==> config.mk <==
export PLATFORM = sky130hd
export DESIGN_NAME = dice_tid_dispatcher
export DESIGN_NICKNAME = d
export VERILOG_FILES = /design/src/rtl/dice_tid_dispatcher.sv
export SDC_FILE = /design/constraint.sdc
export NUM_CORES = 1
export LEC_CHECK = 0
export ABC_AREA = 0
export CAP_MARGIN = 10
export CORE_MARGIN = 2
export CORE_UTILIZATION = 35
export DETAILED_ROUTE_END_ITERATION = 16
export PLACE_DENSITY = 0.57
export SETUP_SLACK_MARGIN = 0.02
export SLEW_MARGIN = 20
export SYNTH_ARGS = -nofsm -noshare
export SYNTH_HDL_FRONTEND = slang
export SYNTH_SLANG_ARGS = --single-unit
export TNS_END_PERCENT = 20
==> constraint.sdc <==
create_clock -name clk -period 11.2 [get_ports clk]
set_clock_uncertainty 0.2 [all_clocks]
set_input_delay 2.24 -clock clk [delete_from_list [all_inputs] [get_ports clk]]
set_output_delay 2.24 -clock clk [all_outputs]
set_load 0.02 [all_outputs]
==> src/rtl/dice_tid_dispatcher.sv <==
// Streams a wrapping TID range into the RF read ports and replays each TID on the write ports after the CGRA latency.
// Optional stall performance counter is built only when DICE_TID_DISPATCH_PERF_EN is defined.
module dice_tid_dispatcher #(
  parameter int unsigned NUM_PORTS        = 16,
  parameter int unsigned NUM_TID          = 512,
  parameter int unsigned RF_ADDR_WIDTH    = $clog2(NUM_TID),
  parameter int unsigned MAX_CGRA_LATENCY = 32,
  parameter int unsigned LW               = $clog2(MAX_CGRA_LATENCY + 1)
) (
  input  logic                               clk,
  input  logic                               rst,
  input  logic                               i_start,
  input  logic [RF_ADDR_WIDTH-1:0]           i_tid_base,
  input  logic [RF_ADDR_WIDTH:0]             i_tid_count,
  input  logic [LW-1:0]                      i_cgra_latency,
  input  logic [NUM_PORTS-1:0]               i_rd_port_mask,
  input  logic [NUM_PORTS-1:0]               i_wr_port_mask,
  input  logic                               i_stall,
  output logic [NUM_PORTS-1:0]               o_rd_en,
  output logic [NUM_PORTS*RF_ADDR_WIDTH-1:0] o_rd_tid,
  output logic [NUM_PORTS-1:0]               o_wr_en,
  output logic [NUM_PORTS*RF_ADDR_WIDTH-1:0] o_wr_tid,
  output logic                               o_busy,
  output logic                               o_done,
  output logic [31:0]                        o_perf_stall_cycles
);

  localparam int unsigned AW = RF_ADDR_WIDTH;
  localparam int unsigned CW = RF_ADDR_WIDTH + 1;
  localparam int unsigned IW = (MAX_CGRA_LATENCY > 1) ? $clog2(MAX_CGRA_LATENCY) : 1;

  typedef enum logic [1:0] {S_IDLE, S_ISSUE, S_DRAIN, S_DONE} state_t;

  state_t                         r_state;
  state_t                         w_state_nxt;
  logic [CW-1:0]                  r_cnt;
  logic [LW-1:0]                  r_lat;
  logic [NUM_PORTS-1:0]           r_rd_mask;
  logic [NUM_PORTS-1:0]           r_wr_mask;
  logic [CW-1:0]                  r_issued;
  logic [AW-1:0]                  r_next_tid;
  logic [CW-1:0]                  r_inflight;
  logic [MAX_CGRA_LATENCY-1:0]    r_dl_vld;
  logic [AW-1:0]                  r_dl_tid [MAX_CGRA_LATENCY];
  logic [NUM_PORTS-1:0]           r_rd_en;
  logic [NUM_PORTS*AW-1:0]        r_rd_tid;
  logic [NUM_PORTS-1:0]           r_wr_en;
  logic [NUM_PORTS*AW-1:0]        r_wr_tid;
  logic                           r_busy;
  logic                           r_done;

  logic [CW-1:0]                  w_cnt_clamp;
  logic [LW-1:0]                  w_lat_clamp;
  logic                           w_accept;
  logic                           w_issue;
  logic [AW-1:0]                  w_issue_tid;
  logic [LW-1:0]                  w_issue_lat;
  logic [IW-1:0]                  w_ins_idx;
  logic [CW-1:0]                  w_cnt_eff;
  logic [CW-1:0]                  w_issued_nxt;
  logic                           w_last;
  logic [AW-1:0]                  w_tid_inc;
  logic [NUM_PORTS-1:0]           w_rd_mask;
  logic [CW-1:0]                  w_inflight_nxt;

  // Launch config: live inputs on the accepting edge, latched copies afterwards
  assign w_cnt_clamp    = (i_tid_count > CW'(NUM_TID)) ? CW'(NUM_TID) : i_tid_count;
  assign w_lat_clamp    = (i_cgra_latency == '0) ? LW'(1) :
                          (i_cgra_latency > LW'(MAX_CGRA_LATENCY)) ? LW'(MAX_CGRA_LATENCY) :
                          i_cgra_latency;
  assign w_accept       = (r_state == S_IDLE) && i_start;
  assign w_issue        = !i_stall && ((w_accept && (w_cnt_clamp != '0)) || (r_state == S_ISSUE));
  assign w_issue_tid    = w_accept ? i_tid_base : r_next_tid;
  assign w_issue_lat    = w_accept ? w_lat_clamp : r_lat;
  assign w_ins_idx      = IW'(w_issue_lat - LW'(1));
  assign w_cnt_eff      = w_accept ? w_cnt_clamp : r_cnt;
  assign w_rd_mask      = w_accept ? i_rd_port_mask : r_rd_mask;
  assign w_issued_nxt   = (w_accept ? CW'(0) : r_issued) + CW'(w_issue);
  assign w_last         = w_issue && (w_issued_nxt == w_cnt_eff);
  assign w_tid_inc      = (w_issue_tid == AW'(NUM_TID - 1)) ? AW'(0) : w_issue_tid + AW'(1);
  assign w_inflight_nxt = r_inflight + CW'(w_issue) - CW'(r_dl_vld[0]);

  always_comb begin
    w_state_nxt = r_state;
    unique case (r_state)
      S_IDLE: begin
        if (i_start) begin
          if (w_cnt_clamp == '0)  w_state_nxt = S_DONE;
          else if (w_last)        w_state_nxt = S_DRAIN;
          else                    w_state_nxt = S_ISSUE;
        end
      end
      S_ISSUE: if (w_last) w_state_nxt = S_DRAIN;
      S_DRAIN: if (r_inflight == '0) w_state_nxt = S_DONE;
      S_DONE:  w_state_nxt = S_IDLE;
      default: w_state_nxt = S_IDLE;
    endcase
  end

  // State, launch registers, delay line and registered outputs
  always_ff @(posedge clk) begin
    if (rst) begin
      r_state    <= S_IDLE;
      r_cnt      <= '0;
      r_lat      <= '0;
      r_rd_mask  <= '0;
      r_wr_mask  <= '0;
      r_issued   <= '0;
      r_next_tid <= '0;
      r_inflight <= '0;
      r_dl_vld   <= '0;
      for (int j = 0; j < int'(MAX_CGRA_LATENCY); j++) r_dl_tid[j] <= '0;
      r_rd_en    <= '0;
      r_rd_tid   <= '0;
      r_wr_en    <= '0;
      r_wr_tid   <= '0;
      r_busy     <= 1'b0;
      r_done     <= 1'b0;
    end else begin
      r_state <= w_state_nxt;
      if (w_accept) begin
        r_cnt     <= w_cnt_clamp;
        r_lat     <= w_lat_clamp;
        r_rd_mask <= i_rd_port_mask;
        r_wr_mask <= i_wr_port_mask;
      end
      if (w_accept || (r_state == S_ISSUE)) r_issued <= w_issued_nxt;
      if (w_issue)       r_next_tid <= w_tid_inc;
      else if (w_accept) r_next_tid <= i_tid_base;
      r_inflight <= w_inflight_nxt;

      // Shift toward slot 0 every cycle; a new TID enters at slot L-1
      for (int j = 0; j < int'(MAX_CGRA_LATENCY) - 1; j++) begin
        r_dl_vld[j] <= r_dl_vld[j+1];
        r_dl_tid[j] <= r_dl_tid[j+1];
      end
      r_dl_vld[MAX_CGRA_LATENCY-1] <= 1'b0;
      if (w_issue) begin
        r_dl_vld[w_ins_idx] <= 1'b1;
        r_dl_tid[w_ins_idx] <= w_issue_tid;
      end

      r_rd_en <= w_issue ? w_rd_mask : '0;
      if (w_issue) r_rd_tid <= {NUM_PORTS{w_issue_tid}};
      r_wr_en <= r_dl_vld[0] ? r_wr_mask : '0;
      if (r_dl_vld[0]) r_wr_tid <= {NUM_PORTS{r_dl_tid[0]}};
      r_busy <= (w_state_nxt == S_ISSUE) || (w_state_nxt == S_DRAIN);
      r_done <= (w_state_nxt == S_DONE);
    end
  end

  assign o_rd_en  = r_rd_en;
  assign o_rd_tid = r_rd_tid;
  assign o_wr_en  = r_wr_en;
  assign o_wr_tid = r_wr_tid;
  assign o_busy   = r_busy;
  assign o_done   = r_done;

`ifdef DICE_TID_DISPATCH_PERF_EN
  logic [31:0] r_perf_stall;

  // Saturating count of stalled ISSUE cycles, cleared on each accepted launch
  always_ff @(posedge clk) begin
    if (rst) begin
      r_perf_stall <= '0;
    end else if (w_accept) begin
      r_perf_stall <= '0;
    end else if ((r_state == S_ISSUE) && i_stall && (r_perf_stall != '1)) begin
      r_perf_stall <= r_perf_stall + 32'd1;
    end
  end

  assign o_perf_stall_cycles = r_perf_stall;
`else
  assign o_perf_stall_cycles = '0;
`endif

endmodule

==> results.md, run 1 <==
* Crit. End Element: flip-flop
* # DRC at 0
* # resized after CTS at 0
* Net load switching power at 1.05 mW
* Synthesized netlist cell count at between 2,000 and 2,500
* Vias at ~13,000
* Core area at about 0.055 mm²
* Setup Viol. Count Final at 0
* Total Routing Usage GR at 0.154
* Core Util, Final at 0.423
* Post-DRT Antenna Nets at 0
* Commonest non-fill, non-tap cell in the layout: dfxtp_1
* Status: finished clean
* Maximum VDD drop at ~0.10 mV
* Async S/R FF share, synth at 0
* Leakage at around 9.5 nW
* First-pass GRT wire length at slightly above 70,000 µm
* Seq/Total Area, Yosys at 0.470
* Synthesis warning total at 0
* Die area at around 0.057 mm²
* Fin. max-slew vios at 0
* CP max FO at 43
* Flops & latches, synth at 450
* Synthesized cell area at 0.0194 mm²
* Final Hold Vio Count at 0
* Switching Share at 0.270
* Top FF cell, synth: dfxtp_1
* Wire per inst at about 16 µm
* R2R Setup Slk at approximately 7 ns
* Hold-fix buffers at CTS at 0
* Min setup slack post-route at approximately 5.1 ns
* Period utilisation layout at 0.540
* Placement Cell Area at about 0.022 mm²
* Area grow syn2layout at 20.0%
* Clock slew at reported path FFs at 0.06 ns
* Commonest cells after routing, fill and taps aside: 441 x dfxtp_1, 381 x clkdlybuf4s50_1, 342 x nand2_1
* Fmax at approximately 170 MHz
* Drt first pass iters at 5
* Initial antenna violation count at 3
* Setup WS pre-CTS at 4.65 ns
* Flop pwr share at 0.435
* RSZ-0062 raised after global routing: false
* CTS Buf Count at 47
* Worst skew pair latency at 0.58 ns
* Crit path launch type: input pin
* H-Tree Depth at 2
* Vias in the first global route at about 13,000
* Combinational group share of total power at 0.154
* Total wire length at about 46,000 µm
* Final #Nets at approximately 2,200
* Final instance area at 0.0232 mm²
* Final min period at 6.05 ns
* Routed vias/inst at approximately 4.7
* Filler cells at 5,254
* Post-CTS Setup Repair Bufs at 0
* Hpwl dp at 29,200 µm
* Max cap viols at 0
* Non-filler cells, final at about 2,900
* Total congestion overflow at 0
* CTS sink count at 450
* Post-synthesis cell type count at 73
* Int Power at between 2 and 3 mW
* Final GP Congestion at approximately 0.83
* TritonCTS clock tree: yes
* Die X at 239 µm
* Die Span Y at about 240 µm
* Clk pwr share at 0.411
* Buffer depth of the longest clock path at 3
* Largest net degree at the start of global routing at 117
* Worst EP arrival at slightly above 6 ns
* Mean Syn Cell Area at a little over 9 µm²
* Pwr Density at between 150 and 200 mW/mm²
* Rows at 86
* Clk root buf: clkbuf_16
* Crit path required time at ~11 ns
* # IOs at between 400 and 500
* IO Port Bufs at roughly 380
* EDFF count, synth at 9
* Critical path type: input pin to flip-flop
* Worst Tran Pin Value at between 1 and 1.5 ns
* Initial Util at 0.353
* Share of cells above drive strength 1 at 0.0819
* Placed insts at 2,780
* Final TNS setup at 0 ns
* Worst hold path class: flip-flop to flip-flop
* Worst slew margin at 0.289
* Initial DRC Count at between 600 and 700
[through the flow]
step	power, mW	hold WS [ns]
6_report	3.88	0.229
5_1_grt	4.04	0.242
4_1_cts	3.92	0.231
3_5_place_dp	2.32	0.214
3_3_place_gp	2.32	0.215
2_1_floorplan	2.16	0.207
[state kept, by name, indices dropped and copies added (netlist names), 2 cells and up]
register    count
r_inflight     10
o_rd_tid        9
r_cnt          10
o_wr_en        16
r_dl_tid      288
r_lat           5
o_wr_tid        9
o_rd_en        16
r_wr_mask      16
r_issued       10
r_rd_mask      16
r_dl_vld       32
r_next_tid      9
r_state         2
[layer usage]
metal  track usage  share of wire
met3        0.0342          0.059
met4        0.0350          0.013
met1         0.201           0.46
met2         0.258           0.47
met5             0        0.00059
[cell type report]
type	instances	area, µm²	area share
Inverter	43	169	0.00727
Multi-Input combinational cell	1176	7470	0.321
Tap cell	704	881	0.0379
Sequential cell	450	9100	0.392
Antenna cell	1	2.50	0.000108
Clock buffer	68	1390	0.0597
Timing Repair Buffer	407	4010	0.173
Clock inverter	18	215	0.00926
[power by group through the flow]
stage | clock (mW) | sequential (mW) | combinational, mW
6_report | 1.59 | 1.69 | 0.598
5_1_grt | 1.70 | 1.69 | 0.653
4_1_cts | 1.63 | 1.69 | 0.602
3_5_place_dp | 0 | 1.72 | 0.599
3_3_place_gp | 0 | 1.72 | 0.593
2_1_floorplan | 0 | 1.72 | 0.439
[final timing paths]
kind	to	cells past startpoint	startpoint
max	r_dl_tid[31][4]$_SDFFCE_PN0P_	8	i_start
min	r_dl_vld[30]$_SDFF_PP0_	1	r_dl_vld[31]$_SDFF_PN0_
max reg2reg	r_dl_tid[31][4]$_SDFFCE_PN0P_	7	r_state[1]$_SDFF_PP0_
min reg2reg	r_dl_vld[30]$_SDFF_PP0_	1	r_dl_vld[31]$_SDFF_PN0_
[worst max-delay path, cell delays in order]
cell	delay [ns]
clkdlybuf4s50_1	0.60
nor3b_2	0.25
buf_4	0.58
mux2i_1	0.46
nand3_1	0.19
o22ai_1	0.86
nand2_1	0.45
nand2_1	0.43
[cells in the mapped netlist (all sizes together) (3+ instances only)]
master	count	area share
nor2	79	0.017
a31o	31	0.014
nand3	50	0.013
nor4	6	0.0023
mux2i	225	0.12
a21oi	70	0.019
nor2b	9	0.0029
nor4b	3	0.0032
o21a	5	0.0019
clkbuf	90	0.017
and2	48	0.016
a31oi	6	0.0019
mux2	5	0.0031
o21ai	78	0.020
nand2b	3	0.00097
inv	43	0.0083
nand3b	8	0.0031
a211oi	9	0.0035
nor3b	3	0.0014
buf	341	0.13
ha	19	0.012
a21o	15	0.0058
nand4	6	0.0019
nand2	359	0.075
or3	4	0.0013
and3	31	0.010
xor2	6	0.0027
dfxtp	441	0.46
xnor2	11	0.0050
edfxtp	9	0.014
nor3	19	0.0049
o21bai	7	0.0027
a22oi	3	0.0012
[kinds of logic (layout without fill, tap and decap cells)]
kind of cell	count (synthesis)	after routing	share of synthesized area
multiplexers	230	230	0.119
other	1	33	0.000194
XOR/XNOR	17	17	0.00769
flip-flops	450	450	0.470
AND/OR/NAND/NOR	633	633	0.155
buffers and inverters	474	536	0.155
AO/OA/AOI/OAI	244	244	0.0797
adder cells (fa/ha/maj)	20	20	0.0133
Power figures use the tool's default switching activity.
==> run 2: changes to the inputs <==
--- a/config.mk
+++ b/config.mk
@@ -10,7 +10,7 @@
 export CORE_MARGIN = 2
 export CORE_UTILIZATION = 35
 export DETAILED_ROUTE_END_ITERATION = 16
-export PLACE_DENSITY = 0.57
+export PLACE_DENSITY = 0.59
 export SETUP_SLACK_MARGIN = 0.02
 export SLEW_MARGIN = 20
 export SYNTH_ARGS = -nofsm -noshare
==> constraint.sdc (replaced) <==
create_clock -name clk -period 5.1 [get_ports clk]
set_clock_uncertainty 0.2 [all_clocks]
set_input_delay 1.02 -clock clk [delete_from_list [all_inputs] [get_ports clk]]
set_output_delay 1.02 -clock clk [all_outputs]
set_load 0.02 [all_outputs]
==> results.md, run 2 (synthesis results as in run 1) <==
* Status: finished clean (unchanged)
* Final TNS setup at 0 ns (unchanged)
* Pwr Total at 8.66 mW (was 3.88 mW)
* Worst slew margin at 0.300 (was 0.289)
* Vias at 13,600 (was 13,500)
* Worst Tran Pin Value at 1.04 ns (was 1.07 ns)
* Worst EP arrival at 4.68 ns (was 6.09 ns)
* Worst skew pair latency at 0.59 ns (was 0.58 ns)
* Crit. End Element: flip-flop (unchanged)
* Maximum VDD drop at 0.252 mV (was 0.100 mV)
* Period utilisation layout at 0.871
* CP max FO at 8 (was 43)
* Total Routing Usage GR at 0.152 (was 0.154)
* Initial DRC Count at 772 (was 681)
* Wire per inst at 15.8 µm (was 16.1 µm)
* Final GP Congestion at 0.900 (was 0.835)
* Initial Util at 0.353 (unchanged)
* Final instance area at 0.0234 mm² (was 0.0232 mm²)
* Total congestion overflow at 0 (unchanged)
* Commonest non-fill, non-tap cell in the layout: dfxtp_1 (unchanged)
* Filler cells at 5,278 (was 5,254)
* Final #Nets at 2,215 (was 2,206)
* Post-DRT Antenna Nets at 0 (unchanged)
* Share of cells above drive strength 1 at 0.0875 (was 0.0819)
* Reg2reg start: r_state[0]$_SDFF_PP0_ (was r_state[1]$_SDFF_PP0_)
* Core area at 0.0549 mm² (unchanged)
* Hpwl dp at 28,900 µm (was 29,200 µm)
* Worst Setup SP: i_tid_count[4] (was i_start)
* Pwr Density at 370 mW/mm² (was 167 mW/mm²)
* Critical Path End: o_busy$_SDFF_PP0_ (was r_dl_tid[31][4]$_SDFFCE_PN0P_)
* RSZ-0062 raised after global routing: false (unchanged)
* Post-CTS Setup Repair Bufs at 0 (unchanged)
* CTS sink count at 450 (unchanged)
* # IOs at 415 (unchanged)
* Reg area at 0.00910 mm² (unchanged)
* Clock slew at reported path FFs at 0.06 ns (about the same)
* Vias in the first global route at 12,900 (was 12,700)
* Largest net degree at the start of global routing at 119 (was 117)
* Setup Viol. Count Final at 0 (unchanged)
* Fin. max-slew vios at 0 (unchanged)
* Total wire length at 45,500 µm (was 46,100 µm)
* Rows at 86 (unchanged)
* Buffer depth of the longest clock path at 3 (unchanged)
* Top Registers: r_dl_tid x288, r_dl_vld x32 (unchanged)
* H-Tree Depth at 2 (unchanged)
* Clk root buf: clkbuf_16 (unchanged)
* Setup WS pre-CTS at 0.0727 ns (was 4.65 ns)
* Die Span Y at 239 µm (unchanged)
* Max cap viols at 0 (unchanged)
* R2R Setup Slk at 1.03 ns (was 6.88 ns)
* Die area at 0.0572 mm² (unchanged)
* Routed vias/inst at 4.73 (was 4.70)
* Final min period at about 4.4 ns
* Placement Cell Area at 0.0217 mm² (was 0.0216 mm²)
* Initial antenna violation count at 1 (was 3)
* Fmax at 225 MHz
* Worst hold path class: flip-flop to flip-flop (unchanged)
* Critical path type: input pin to flip-flop (unchanged)
* Commonest cells after routing, fill and taps aside: 441 x dfxtp_1, 381 x clkdlybuf4s50_1, 342 x nand2_1 (unchanged)
* Die X at 239 µm (unchanged)
* Largest Register: r_dl_tid (unchanged)
* Final Hold Vio Count at 0 (unchanged)
* Area of the multi-input gates at 0.00748 mm² (was 0.00747 mm²)
* Critical R2R Capture: o_busy$_SDFF_PP0_ (was r_dl_tid[31][4]$_SDFFCE_PN0P_)
* Leakage at 9.53 nW (was 9.45 nW)
* Crit path launch type: input pin (unchanged)
* # resized after CTS at 0 (unchanged)
* Area grow syn2layout at 20.9% (was 20.0%)
* First-pass GRT wire length at 70,200 µm (was 70,800 µm)
* Drt first pass iters at 5 (unchanged)
* Min setup slack post-route at 0.657 ns (was 5.15 ns)
* Hold-fix buffers at CTS at 0 (unchanged)
* # DRC at 0 (unchanged)
* Max reg flops at 288 (unchanged)
* CTS Buf Count at 47 (unchanged)
* Crit path required time at 5.34 ns (was 11.24 ns)
* R2R depth at 15 (was 7)
* IO Port Bufs at 382 (unchanged)
* TritonCTS clock tree: yes (unchanged)
run 2: cell count changes in the layout (fill, tap and decap cells not counted), moves of 2 or more:
cell	delta
clkinv_2	+2
clkbuf_1	-3
buf_4	+6
bufinv_16	+3
buf_12	+3
run 2: critical path, cell delays in order:
cell             delay [ns]
clkdlybuf4s50_1        0.43
nor3_1                 0.42
nand4_1                0.20
o21ai_1                0.31
inv_1                  0.10
ha_1                   0.23
ha_1                   0.29
nand2_1                0.12
nor2_1                 0.07
xnor2_1                0.16
a21oi_1                0.08
a2111oi_1              0.66
a31oi_1                0.18
ha_1                   0.30
nor2b_1                0.13
run 2: worst min-delay path by stage:
stage,start,end,slack (ns),depth (start not counted)
floorplan,r_dl_vld[14]$_SDFF_PP0_,r_dl_vld[13]$_SDFF_PP0_,0.21,1
global placement,r_dl_vld[24]$_SDFF_PP0_,r_dl_vld[23]$_SDFF_PP0_,0.22,1
detailed placement,r_dl_vld[24]$_SDFF_PP0_,r_dl_vld[23]$_SDFF_PP0_,0.22,1
CTS,r_dl_vld[21]$_SDFF_PP0_,r_dl_vld[20]$_SDFF_PP0_,0.20,1
global route,r_dl_vld[21]$_SDFF_PP0_,r_dl_vld[20]$_SDFF_PP0_,0.22,1
finish,r_dl_vld[21]$_SDFF_PP0_,r_dl_vld[20]$_SDFF_PP0_,0.21,1
run 2: per-layer routing:
metal  share of wire  vias up  global-route usage
li1                -     6662                   -
met5               0        -                   0
met2            0.47      372               0.253
met3           0.056       74              0.0283
met4           0.024        0              0.0498
met1            0.46     6506               0.197
run 2: cell type report:
cell class | instances | area share
diodes | 1 | 0.000107
clock buffers | 63 | 0.0572
clock inverters | 23 | 0.0134
inverters | 43 | 0.00722
multi-input cells | 1176 | 0.320
flip-flops and latches | 450 | 0.389
well taps | 704 | 0.0377
repair buffers | 416 | 0.176
run 2: stage by stage:
stage,utilization,std cells,hold slack (ns)
2_1_floorplan,-,2100,0.207
3_3_place_gp,0.396,2789,0.218
3_5_place_dp,0.396,2789,0.218
4_1_cts,0.426,2875,0.204
5_1_grt,0.426,2876,0.220
6_report,0.426,2876,0.208
run 2: power breakdown:
| part | internal, mW | switching, mW |
|---|---|---|
| logic | 0.540 | 0.800 |
| clock network | 2.16 | 1.46 |
| registers | 3.63 | 0.0741 |
